$ cat config.mk
export PLATFORM = sky130hd
export DESIGN_NAME = rf_write_arbiter
export DESIGN_NICKNAME = d
export VERILOG_FILES = /design/src/rtl/rf_write_arbiter_pkg.sv /design/src/rtl/rf_write_arbiter_rr_pick2.sv /design/src/rtl/rf_write_arbiter.sv
export SDC_FILE = /design/constraint.sdc
export NUM_CORES = 1
export LEC_CHECK = 0
export ABC_AREA = 1
export BUFFER_PORTS_ARGS = -buffer_cell sky130_fd_sc_hd__buf_2
export CAP_MARGIN = 5
export CORE_AREA = 2 2 50 52
export CTS_CLUSTER_DIAMETER = 120
export DETAILED_ROUTE_END_ITERATION = 10
export DIE_AREA = 0 0 52 54
export GPL_ROUTABILITY_DRIVEN = 0
export GPL_TIMING_DRIVEN = 0
export PLACE_DENSITY = 0.79
export SYNTH_ARGS = -nofsm -noshare
export SYNTH_HDL_FRONTEND = slang
export SYNTH_HIERARCHICAL = 1
export SYNTH_SLANG_ARGS = --single-unit
$ cat constraint.sdc
create_clock -name clk -period 4.6 [get_ports clk]
set_clock_uncertainty 0.1 [all_clocks]
set_input_delay 0.92 -clock clk [delete_from_list [all_inputs] [get_ports clk]]
set_output_delay 0.92 -clock clk [all_outputs]
set_load 0.01 [all_outputs]
$ cat src/rtl/rf_write_arbiter_pkg.sv
// rtl/rf_write_arbiter_pkg.sv - shared FSM encodings and constants for rf_write_arbiter
package rf_write_arbiter_pkg;

    typedef enum logic [1:0] {
        ST_IDLE  = 2'd0,
        ST_LOCK0 = 2'd1,
        ST_LOCK1 = 2'd2
    } arb_state_t;

    localparam logic REQ_0 = 1'b0;
    localparam logic REQ_1 = 1'b1;

    localparam int DEFAULT_MAX_BURST = 4;

    function automatic logic other_side(input logic side);
        return ~side;
    endfunction

endpackage

$ cat src/rtl/rf_write_arbiter_rr_pick2.sv
// rtl/rf_write_arbiter_rr_pick2.sv - combinational 2-way round-robin picker (one-hot grant)
module rr_pick2 (
    input  logic       req0,
    input  logic       req1,
    input  logic       ptr,
    output logic [1:0] gnt
);

    always_comb begin
        gnt = 2'b00;
        if (req0 && req1) begin
            gnt = ptr ? 2'b10 : 2'b01;
        end else if (req0) begin
            gnt = 2'b01;
        end else if (req1) begin
            gnt = 2'b10;
        end
    end

endmodule

$ cat src/rtl/rf_write_arbiter.sv
// rtl/rf_write_arbiter.sv - round-robin write-port arbiter with bounded locked bursts
// Optional transfer statistics: define RF_WRITE_ARBITER_STAT_EN.
module rf_write_arbiter
    import rf_write_arbiter_pkg::*;
#(
    parameter int DATA_WIDTH = 8,
    parameter int ADDR_WIDTH = 3,
    parameter int MAX_BURST  = DEFAULT_MAX_BURST
) (
    input  logic                  clk,
    input  logic                  reset_n,
    input  logic                  req0,
    input  logic                  lock0,
    input  logic [ADDR_WIDTH-1:0] addr0,
    input  logic [DATA_WIDTH-1:0] data0,
    output logic                  gnt0,
    input  logic                  req1,
    input  logic                  lock1,
    input  logic [ADDR_WIDTH-1:0] addr1,
    input  logic [DATA_WIDTH-1:0] data1,
    output logic                  gnt1,
    output logic                  rf_we,
    output logic [ADDR_WIDTH-1:0] rf_addr,
    output logic [DATA_WIDTH-1:0] rf_wdata,
    output logic                  busy
`ifdef RF_WRITE_ARBITER_STAT_EN
    ,
    output logic [15:0]           stat_cnt0,
    output logic [15:0]           stat_cnt1,
    output logic                  stat_brk
`endif
);

    localparam logic [3:0] BURST_LIMIT = 4'(MAX_BURST);

    arb_state_t state;
    logic       rr_ptr;
    logic [3:0] burst_cnt;
    logic [1:0] pick;
    logic [1:0] gnt;
    logic       owner_req;
    logic       arb_open;
    logic       xfer;
    logic       xfer_side;
    logic       xfer_lock;
    logic [3:0] cnt_next;
    logic       keep_lock;

    rr_pick2 u_pick (
        .req0 (req0),
        .req1 (req1),
        .ptr  (rr_ptr),
        .gnt  (pick)
    );

    // An owner that drops its request releases the port in the same cycle,
    // so the other side can be granted without a dead cycle.
    always_comb begin
        owner_req = 1'b0;
        case (state)
            ST_LOCK0: owner_req = req0;
            ST_LOCK1: owner_req = req1;
            default:  owner_req = 1'b0;
        endcase
        arb_open = (state == ST_IDLE) || !owner_req;

        gnt = 2'b00;
        if (reset_n) begin
            if (arb_open) begin
                gnt = pick;
            end else if (state == ST_LOCK0) begin
                gnt = 2'b01;
            end else begin
                gnt = 2'b10;
            end
        end

        xfer      = |gnt;
        xfer_side = gnt[1] ? REQ_1 : REQ_0;
        xfer_lock = gnt[1] ? lock1 : lock0;
        cnt_next  = (arb_open ? 4'd0 : burst_cnt) + 4'd1;
        keep_lock = xfer_lock && (cnt_next < BURST_LIMIT);
    end

    assign gnt0 = gnt[0];
    assign gnt1 = gnt[1];
    assign busy = (state != ST_IDLE);

    always_ff @(posedge clk or negedge reset_n) begin
        if (!reset_n) begin
            state     <= ST_IDLE;
            rr_ptr    <= REQ_0;
            burst_cnt <= '0;
            rf_we     <= 1'b0;
            rf_addr   <= '0;
            rf_wdata  <= '0;
        end else begin
            rf_we <= xfer;
            if (xfer) begin
                rf_addr  <= gnt[1] ? addr1 : addr0;
                rf_wdata <= gnt[1] ? data1 : data0;
                if (keep_lock) begin
                    state     <= gnt[1] ? ST_LOCK1 : ST_LOCK0;
                    burst_cnt <= cnt_next;
                end else begin
                    state     <= ST_IDLE;
                    burst_cnt <= '0;
                    rr_ptr    <= other_side(xfer_side);
                end
            end else if (state != ST_IDLE) begin
                state     <= ST_IDLE;
                burst_cnt <= '0;
                rr_ptr    <= (state == ST_LOCK0) ? REQ_1 : REQ_0;
            end
        end
    end

`ifdef RF_WRITE_ARBITER_STAT_EN
    always_ff @(posedge clk or negedge reset_n) begin
        if (!reset_n) begin
            stat_cnt0 <= '0;
            stat_cnt1 <= '0;
            stat_brk  <= 1'b0;
        end else begin
            if (gnt[0] && (stat_cnt0 != 16'hFFFF)) begin
                stat_cnt0 <= stat_cnt0 + 16'd1;
            end
            if (gnt[1] && (stat_cnt1 != 16'hFFFF)) begin
                stat_cnt1 <= stat_cnt1 + 16'd1;
            end
            stat_brk <= xfer && xfer_lock && !keep_lock;
        end
    end
`endif

endmodule

After elaboration in Yosys (flattened, before gate mapping)
Cells that the tools add are included.

operators by class
  multiplexer cells = 24
  reduce and logical (&&, ||, !) cells = 9
  add/subtract/negate cells = 1
  order comparisons = 1
  equality and inequality tests = 3
  bitwise gates (word level) = 1

operator list
  cell                                                        number
  two-way mux 2 bit                                           11
  two-way mux 4 bit                                           4
  two-way mux 8 bit                                           1
  two-way mux 1 bit                                           6
  adder 4 x 1 -> 4 bit, second input constant                 1
  less-than comparator 4 x 3 -> 1 bit, second input constant  1
  nonzero test 2 bit                                          2
  two-way mux 3 bit                                           1
  == test 2 x 1 -> 1 bit, second input constant               1
  == test 2 bit, second input constant                        1
  logical AND 1 bit                                           2
  logical NOT 2 bit                                           1
  inequality test 2 bit, second input constant                1
  case mux 1 bit (2 select lines)                             1
  AND reduction 2 bit                                         1
  OR reduction 2 bit                                          1
  logical NOT 1 bit                                           1
  logical OR 1 bit                                            1
  inverter 1 bit                                              1

storage, ports and cells
  logic and storage cells = 45
  bits in registers = 19
  bits of input ports = 28
  output and inout bits = 15

Depth between registers and ports, before layout
  word-level depth = 10
  depth in mapped cells = 15

Hierarchy
The synthesis kept the hierarchy.

by module, submodules not included
  module            area each (um^2)  seq. area each (um^2)  cells each  instances
  rf_write_arbiter  1063.5            475.5                  130         1
  rr_pick2          21.3              0.0                    5           1

Worst setup path after synthesis
Ideal clock, no wire load.

  kind = input -> output
  start = input port req1
  end = output port gnt1
  stages = 7
  arrival time = 1.530 ns
  data required time = 3.580 ns
  slack = 2.050 ns
  path buffers = 1
  cell sequence = nand2_1 -> nand2_4 -> nand2_4 -> nand2_2 -> nand3_4 -> inv_2 -> buf_6

on the way
  word-level cells in the longest chain between the ends = 5
  elaborated cells between the ends (all ways) = 9
  those cells by class = mux (6); reduce/logical (3)

RTL lines
  what                                                                         RTL line                                                 source
  start: declaration                                                           rf_write_arbiter.sv:17                                   input logic req1,
  two-way mux 2 bit / case mux 1 bit (2 select lines) (equally long branches)  rf_write_arbiter_rr_pick2.sv:15, rf_write_arbiter.sv:60
  two-way mux 2 bit / logical NOT 1 bit (equally long branches)                rf_write_arbiter_rr_pick2.sv:13, rf_write_arbiter.sv:65
  two-way mux 2 bit / logical OR 1 bit (equally long branches)                 rf_write_arbiter_rr_pick2.sv:11, rf_write_arbiter.sv:65
  two-way mux 2 bit *                                                          rf_write_arbiter.sv:69                                   if (arb_open) begin
  two-way mux 2 bit *                                                          rf_write_arbiter.sv:68                                   if (reset_n) begin
  end: declaration                                                             rf_write_arbiter.sv:21                                   output logic gnt1,

Every way passes the cells marked *; elsewhere a longest branch is shown, timed or not.

Final worst setup path
  start = input port reset_n
  end = output port gnt1

on the way
  word-level cells in the longest chain between the ends = 1

RTL lines
  what                RTL line                source
  start: declaration  rf_write_arbiter.sv:11  input logic reset_n,
  two-way mux 2 bit   rf_write_arbiter.sv:68

Every way passes these cells.

==> out/metrics.sh <==
MAXSLEWVIOLCOUNT=0
SYNTH-XOR-AREA-SHARE_PCT=0
REG2REG_SETUP_SLACK_NS=2.46
TIMING.CRITICAL_PATH.FROM_TYPE='primary input'
STARTING_DENSITY_OF_THE_CORE_PCT=46.8
GLOBAL_ROUTE.USAGE.TOTAL_PCT=18.1
MAXIMUM_FANOUT_ALONG_THE_WORST_PATH=22
CTS_INSERTED_BUFFERS=3
CRITICAL_PATH_CELL_BY_CELL='buf_2, nand3_4, inv_2, buf_6, buf_2'
WORST_SETUP_HOLD_PATH_CLK_SLEW_NS=0.11
DIE_AREA_UM2=2810
SYNTH-COMPOUND-AREA-SHARE_PCT=12.7
P_SEQ_SHARE_PCT=44.3
YOSYSWARNINGCOUNT=6
ROUTEDWLPERCELL_UM=11.1
SYN-MEAN-INSTANCE-AREA_UM2=8.04
CRIT_PATH_FREQUENT_CELL='sky130_fd_sc_hd__buf_2'
MIN_DELAY_PATH_DEPTH=2
FIN_CRIT_NS=2.97
CRITPATHSLOWESTCELL='sky130_fd_sc_hd__buf_2'
WORST_SETUP_EP='gnt1'
CLKPWRFRAC_PCT=15.8
AREA.GROWTH.SYNTH_TO_FINAL_PCT=25.4
GRT_PASS1_VIAS=942
YOSYS.AREA_SHARE.ADDER_PCT=4.61
SYNTH_SIMPLE_GATE_AREA_SHARE_PCT=29.9
SWITCHING_POWER_mW=0.202
WORST_PATH_BUFFER_PLUS_INVERTER_COUNT=4
SYNTH_TOP_FAMILY_BY_AREA='simple AND/OR/NAND/NOR gates'
SYNTH-EDFF-COUNT=0
R2R_CELLS=14
MAX_FREQ_MHz=336
CRITPATHREQUIREDTIME_NS=3.58
REMAINING_GLOBAL_ROUTE_OVERFLOW=0
SETUP.WORST_PATH.END_CLASS='output port'
CLOCK_SINKS=19
CORE-AREA_UM2=2320
SHARE_COMB_OF_TOTAL_POWER_PCT=39.8
YS_DOMINANT_REG_CELL='sky130_fd_sc_hd__dfrtp_1'
HTREEDEPTH=1
PLACEDINSTANCEAREA_UM2=1330
MAX_CAP_VIOL_COUNT=0
R2R_END='rr_ptr$_DFFE_PN0P_'
CRITICAL_PATH_DEPTH=5
SYNTH_LARGEST_AREA_CELL='sky130_fd_sc_hd__dfrtp_1'
CTS_REPAIR_RESIZE_COUNT=0
RSZ_0062_RAISED_AFTER_GLOBAL_ROUTING='false'
POWER_mW=0.529
VDD.IR_DROP.WORST_mV=0.247
TRITONCTS='built'
FRACTION_OF_LAYOUT_CELLS_WITH_A_SIZE_SUFFIX_ABOVE_1_PCT=34.3
ASYNC_FLOP_SHARE_PCT=100
REGTOREGSTARTPOINT='state[0]$_DFFE_PN0P_'
DIE_H_UM=54
ANTENNA_VIOLATIONS_BEFORE_REPAIR=0
CLOCK_PATH_BUFFERS=2
SYNTH_TOP_AREA_SHARE_PCT=43.8
CRITICAL_PATH_CLASS='in2out'
FINAL_MIN_PERIOD_OVER_CLOCK_PERIOD_PCT=64.7
DPL.HPWL_MM=1.87
ANT_NETS=0
DR_ITER_0_VIOLS=15
SEQ_AREA_FRAC_SYNTH_PCT=43.8
FINALSETUPVIOLATIONS=0
SYNTH_AREA_UM2=1080
MOST_FREQUENT_CELL_AFTER_SYNTHESIS='sky130_fd_sc_hd__nand2_1'
POWER.DENSITY_nW_PER_UM2=389
YOSYS_REGISTER_BITS=19
FP.DIEW_UM=52
N_ANTENNA_CELL=0
YOSYS.CELL_TYPES.COUNT=20
SLEW_HEADROOM_PCT=66.2
SUM_OF_NEGATIVE_SETUP_SLACK_NS=0
DRT_FIRST_PASS_ITERS=4
POST-ROUTE-DRC-COUNT=0
DESIGN.PORTCOUNT=43
WORSTMARGINPINSLEW_NS=0.507
ROUTED_WL_MM=2.35
FIN_AREA_UM2=1360
CLOCK-ROOT-BUFFER='sky130_fd_sc_hd__clkbuf_4'
GRT_MAX_DEGREE=23
FINAL_NET_COUNT=214
STARTPOINT='reset_n'
CLK-INSERTION-DELAY-LATE_NS=0.29
P_SW_SHARE_PCT=38.2
CRITPATHTOPFAMILY='buffers and inverters'
HOLD_CLASS='reg2reg'
LEAKAGE_POWER_FIGURE_nW=0.746
RUN_STATUS='finished clean'
FINAL-HOLD-VIOLATION-COUNT=0
POST_CTS_HOLD_BUFFER_COUNT=0
CTS.REPAIR_TIMING.SETUP_BUFFER_COUNT=0
PORT-BUFFER-COUNT=42
CORE.ROWCOUNT=18
YOSYS-TOP-CELLS-COUNT='27 x sky130_fd_sc_hd__nand2_1, 20 x sky130_fd_sc_hd__o21ai_1, 19 x sky130_fd_sc_hd__dfrtp_1, 19 x sky130_fd_sc_hd__nor2_1, 13 x sky130_fd_sc_hd__inv_1'
DETAIL_ROUTE.VIAS_PER_CELL=4.92
ROUTED-VIA-COUNT=1038
GRT_FIRST_PASS_WIRELENGTH_MM=3.86
SYNTH_CELLS=135
MAPPEDNETLISTNETS=167
TIMING.CRITICAL_PATH.SLOWEST_CELL_DELAY_NS=0.41
POST_SYNTH_MUX_AREA_SHARE_PCT=0
SYNTH.AREA.TOP_CELLS='sky130_fd_sc_hd__dfrtp_1 44%, sky130_fd_sc_hd__nand2_1 9.3%, sky130_fd_sc_hd__o21ai_1 9.2%'
CELL_INTERNAL_PWR_mW=0.327
WORST-ENDPOINT-ARRIVAL_NS=1.95
## registers in the layout (all words and copies together) (netlist names)
name and flops:
burst_cnt 4, rf_we 1, rf_wdata 8, state 2, rf_addr 3, rr_ptr 1
## placed cells by master (no fill, tap or decap)
cell type	instances
sky130_fd_sc_hd__a21oi_1	1
sky130_fd_sc_hd__buf_2	42
sky130_fd_sc_hd__buf_4	1
sky130_fd_sc_hd__buf_6	3
sky130_fd_sc_hd__clkbuf_4	3
sky130_fd_sc_hd__clkinv_2	1
sky130_fd_sc_hd__dfrtp_1	19
sky130_fd_sc_hd__ha_1	4
sky130_fd_sc_hd__inv_1	13
sky130_fd_sc_hd__inv_2	2
sky130_fd_sc_hd__nand2_1	27
sky130_fd_sc_hd__nand2_2	3
sky130_fd_sc_hd__nand2_4	3
sky130_fd_sc_hd__nand3_1	7
sky130_fd_sc_hd__nand3_2	1
sky130_fd_sc_hd__nand3_4	1
sky130_fd_sc_hd__nand4_1	3
sky130_fd_sc_hd__nor2_1	19
sky130_fd_sc_hd__nor2_2	1
sky130_fd_sc_hd__nor2_4	1
sky130_fd_sc_hd__o21ai_0	4
sky130_fd_sc_hd__o21ai_1	20
sky130_fd_sc_hd__o22ai_1	2
## logic make-up (layout without fill, tap and decap cells)
family                   Yosys count  count (layout)
flip-flops                        19              19
AND/OR/NAND/NOR                   66              66
adder cells (fa/ha/maj)            4               4
AO/OA/AOI/OAI                     27              27
buffers and inverters             19              65
## worst register-to-register path, cell delays in order (launching register included)
cell	delay, ns
sky130_fd_sc_hd__dfrtp_1	0.37
sky130_fd_sc_hd__inv_1	0.08
sky130_fd_sc_hd__ha_1	0.28
sky130_fd_sc_hd__inv_1	0.06
sky130_fd_sc_hd__nor2_4	0.17
sky130_fd_sc_hd__nand2_4	0.08
sky130_fd_sc_hd__nor2_1	0.10
sky130_fd_sc_hd__ha_1	0.17
sky130_fd_sc_hd__inv_1	0.04
sky130_fd_sc_hd__nand4_1	0.08
sky130_fd_sc_hd__nand2_1	0.06
sky130_fd_sc_hd__nor2_1	0.18
sky130_fd_sc_hd__nand3_1	0.15
sky130_fd_sc_hd__nand3_1	0.09
sky130_fd_sc_hd__nand2_1	0.05
## cell type report
cell class	instances	area (um2)
Buffer	4	41.3
Clock inverter	1	5.00
Inverter	15	56.3
Clock buffer	3	22.5
Sequential cell	19	475
Multi-Input combinational cell	97	512
Timing Repair Buffer	42	210
Tap cell	30	37.5
Fill cell	210	960
## how the worst min path moves through the flow
stage	startpoint	end	slack, ns
2_1_floorplan	rr_ptr$_DFFE_PN0P_	rr_ptr$_DFFE_PN0P_	0.36
3_3_place_gp	rf_wdata[7]$_DFFE_PN0P_	rf_wdata[7]$_DFFE_PN0P_	0.36
3_5_place_dp	rf_addr[1]$_DFFE_PN0P_	rf_addr[1]$_DFFE_PN0P_	0.38
4_1_cts	rf_wdata[7]$_DFFE_PN0P_	rf_wdata[7]$_DFFE_PN0P_	0.41
5_1_grt	rf_addr[1]$_DFFE_PN0P_	rf_addr[1]$_DFFE_PN0P_	0.43
6_report	rf_addr[0]$_DFFE_PN0P_	rf_addr[0]$_DFFE_PN0P_	0.40
## stage by stage
stage | worst slack, ns | hold slack [ns] | instances | utilization, %
3_3_place_gp | 1.62 | 0.361 | 207 | 57.4
5_1_grt | 1.48 | 0.432 | 211 | 58.6
2_1_floorplan | 2.05 | 0.362 | 135 | -
6_report | 1.63 | 0.402 | 211 | 58.6
3_5_place_dp | 1.59 | 0.383 | 207 | 57.4
4_1_cts | 1.59 | 0.409 | 211 | 58.6
## routing by layer
| layer | vias to the layer above | track usage (%) | part of all wire, % | wire length [um] |
|---|---|---|---|---|
| li1 | 531 | - | - | - |
| met1 | 482 | 21.4 | 43 | 1020 |
| met2 | 25 | 35.2 | 52 | 1230 |
| met3 | 0 | 1.67 | 4.3 | 102 |
| met4 | 0 | 3.95 | 0 | 0 |
| met5 | - | 0 | 0 | 0 |
## power groups by stage
stage	logic (mW)	registers, mW	clock network (mW)
after floorplan	0.120	0.251	0
after global placement	0.208	0.235	0
after detailed placement	0.213	0.238	0
after CTS	0.214	0.234	0.0862
after global routing	0.238	0.239	0.0915
final	0.211	0.235	0.0839
(Power assumes the default switching activity.)
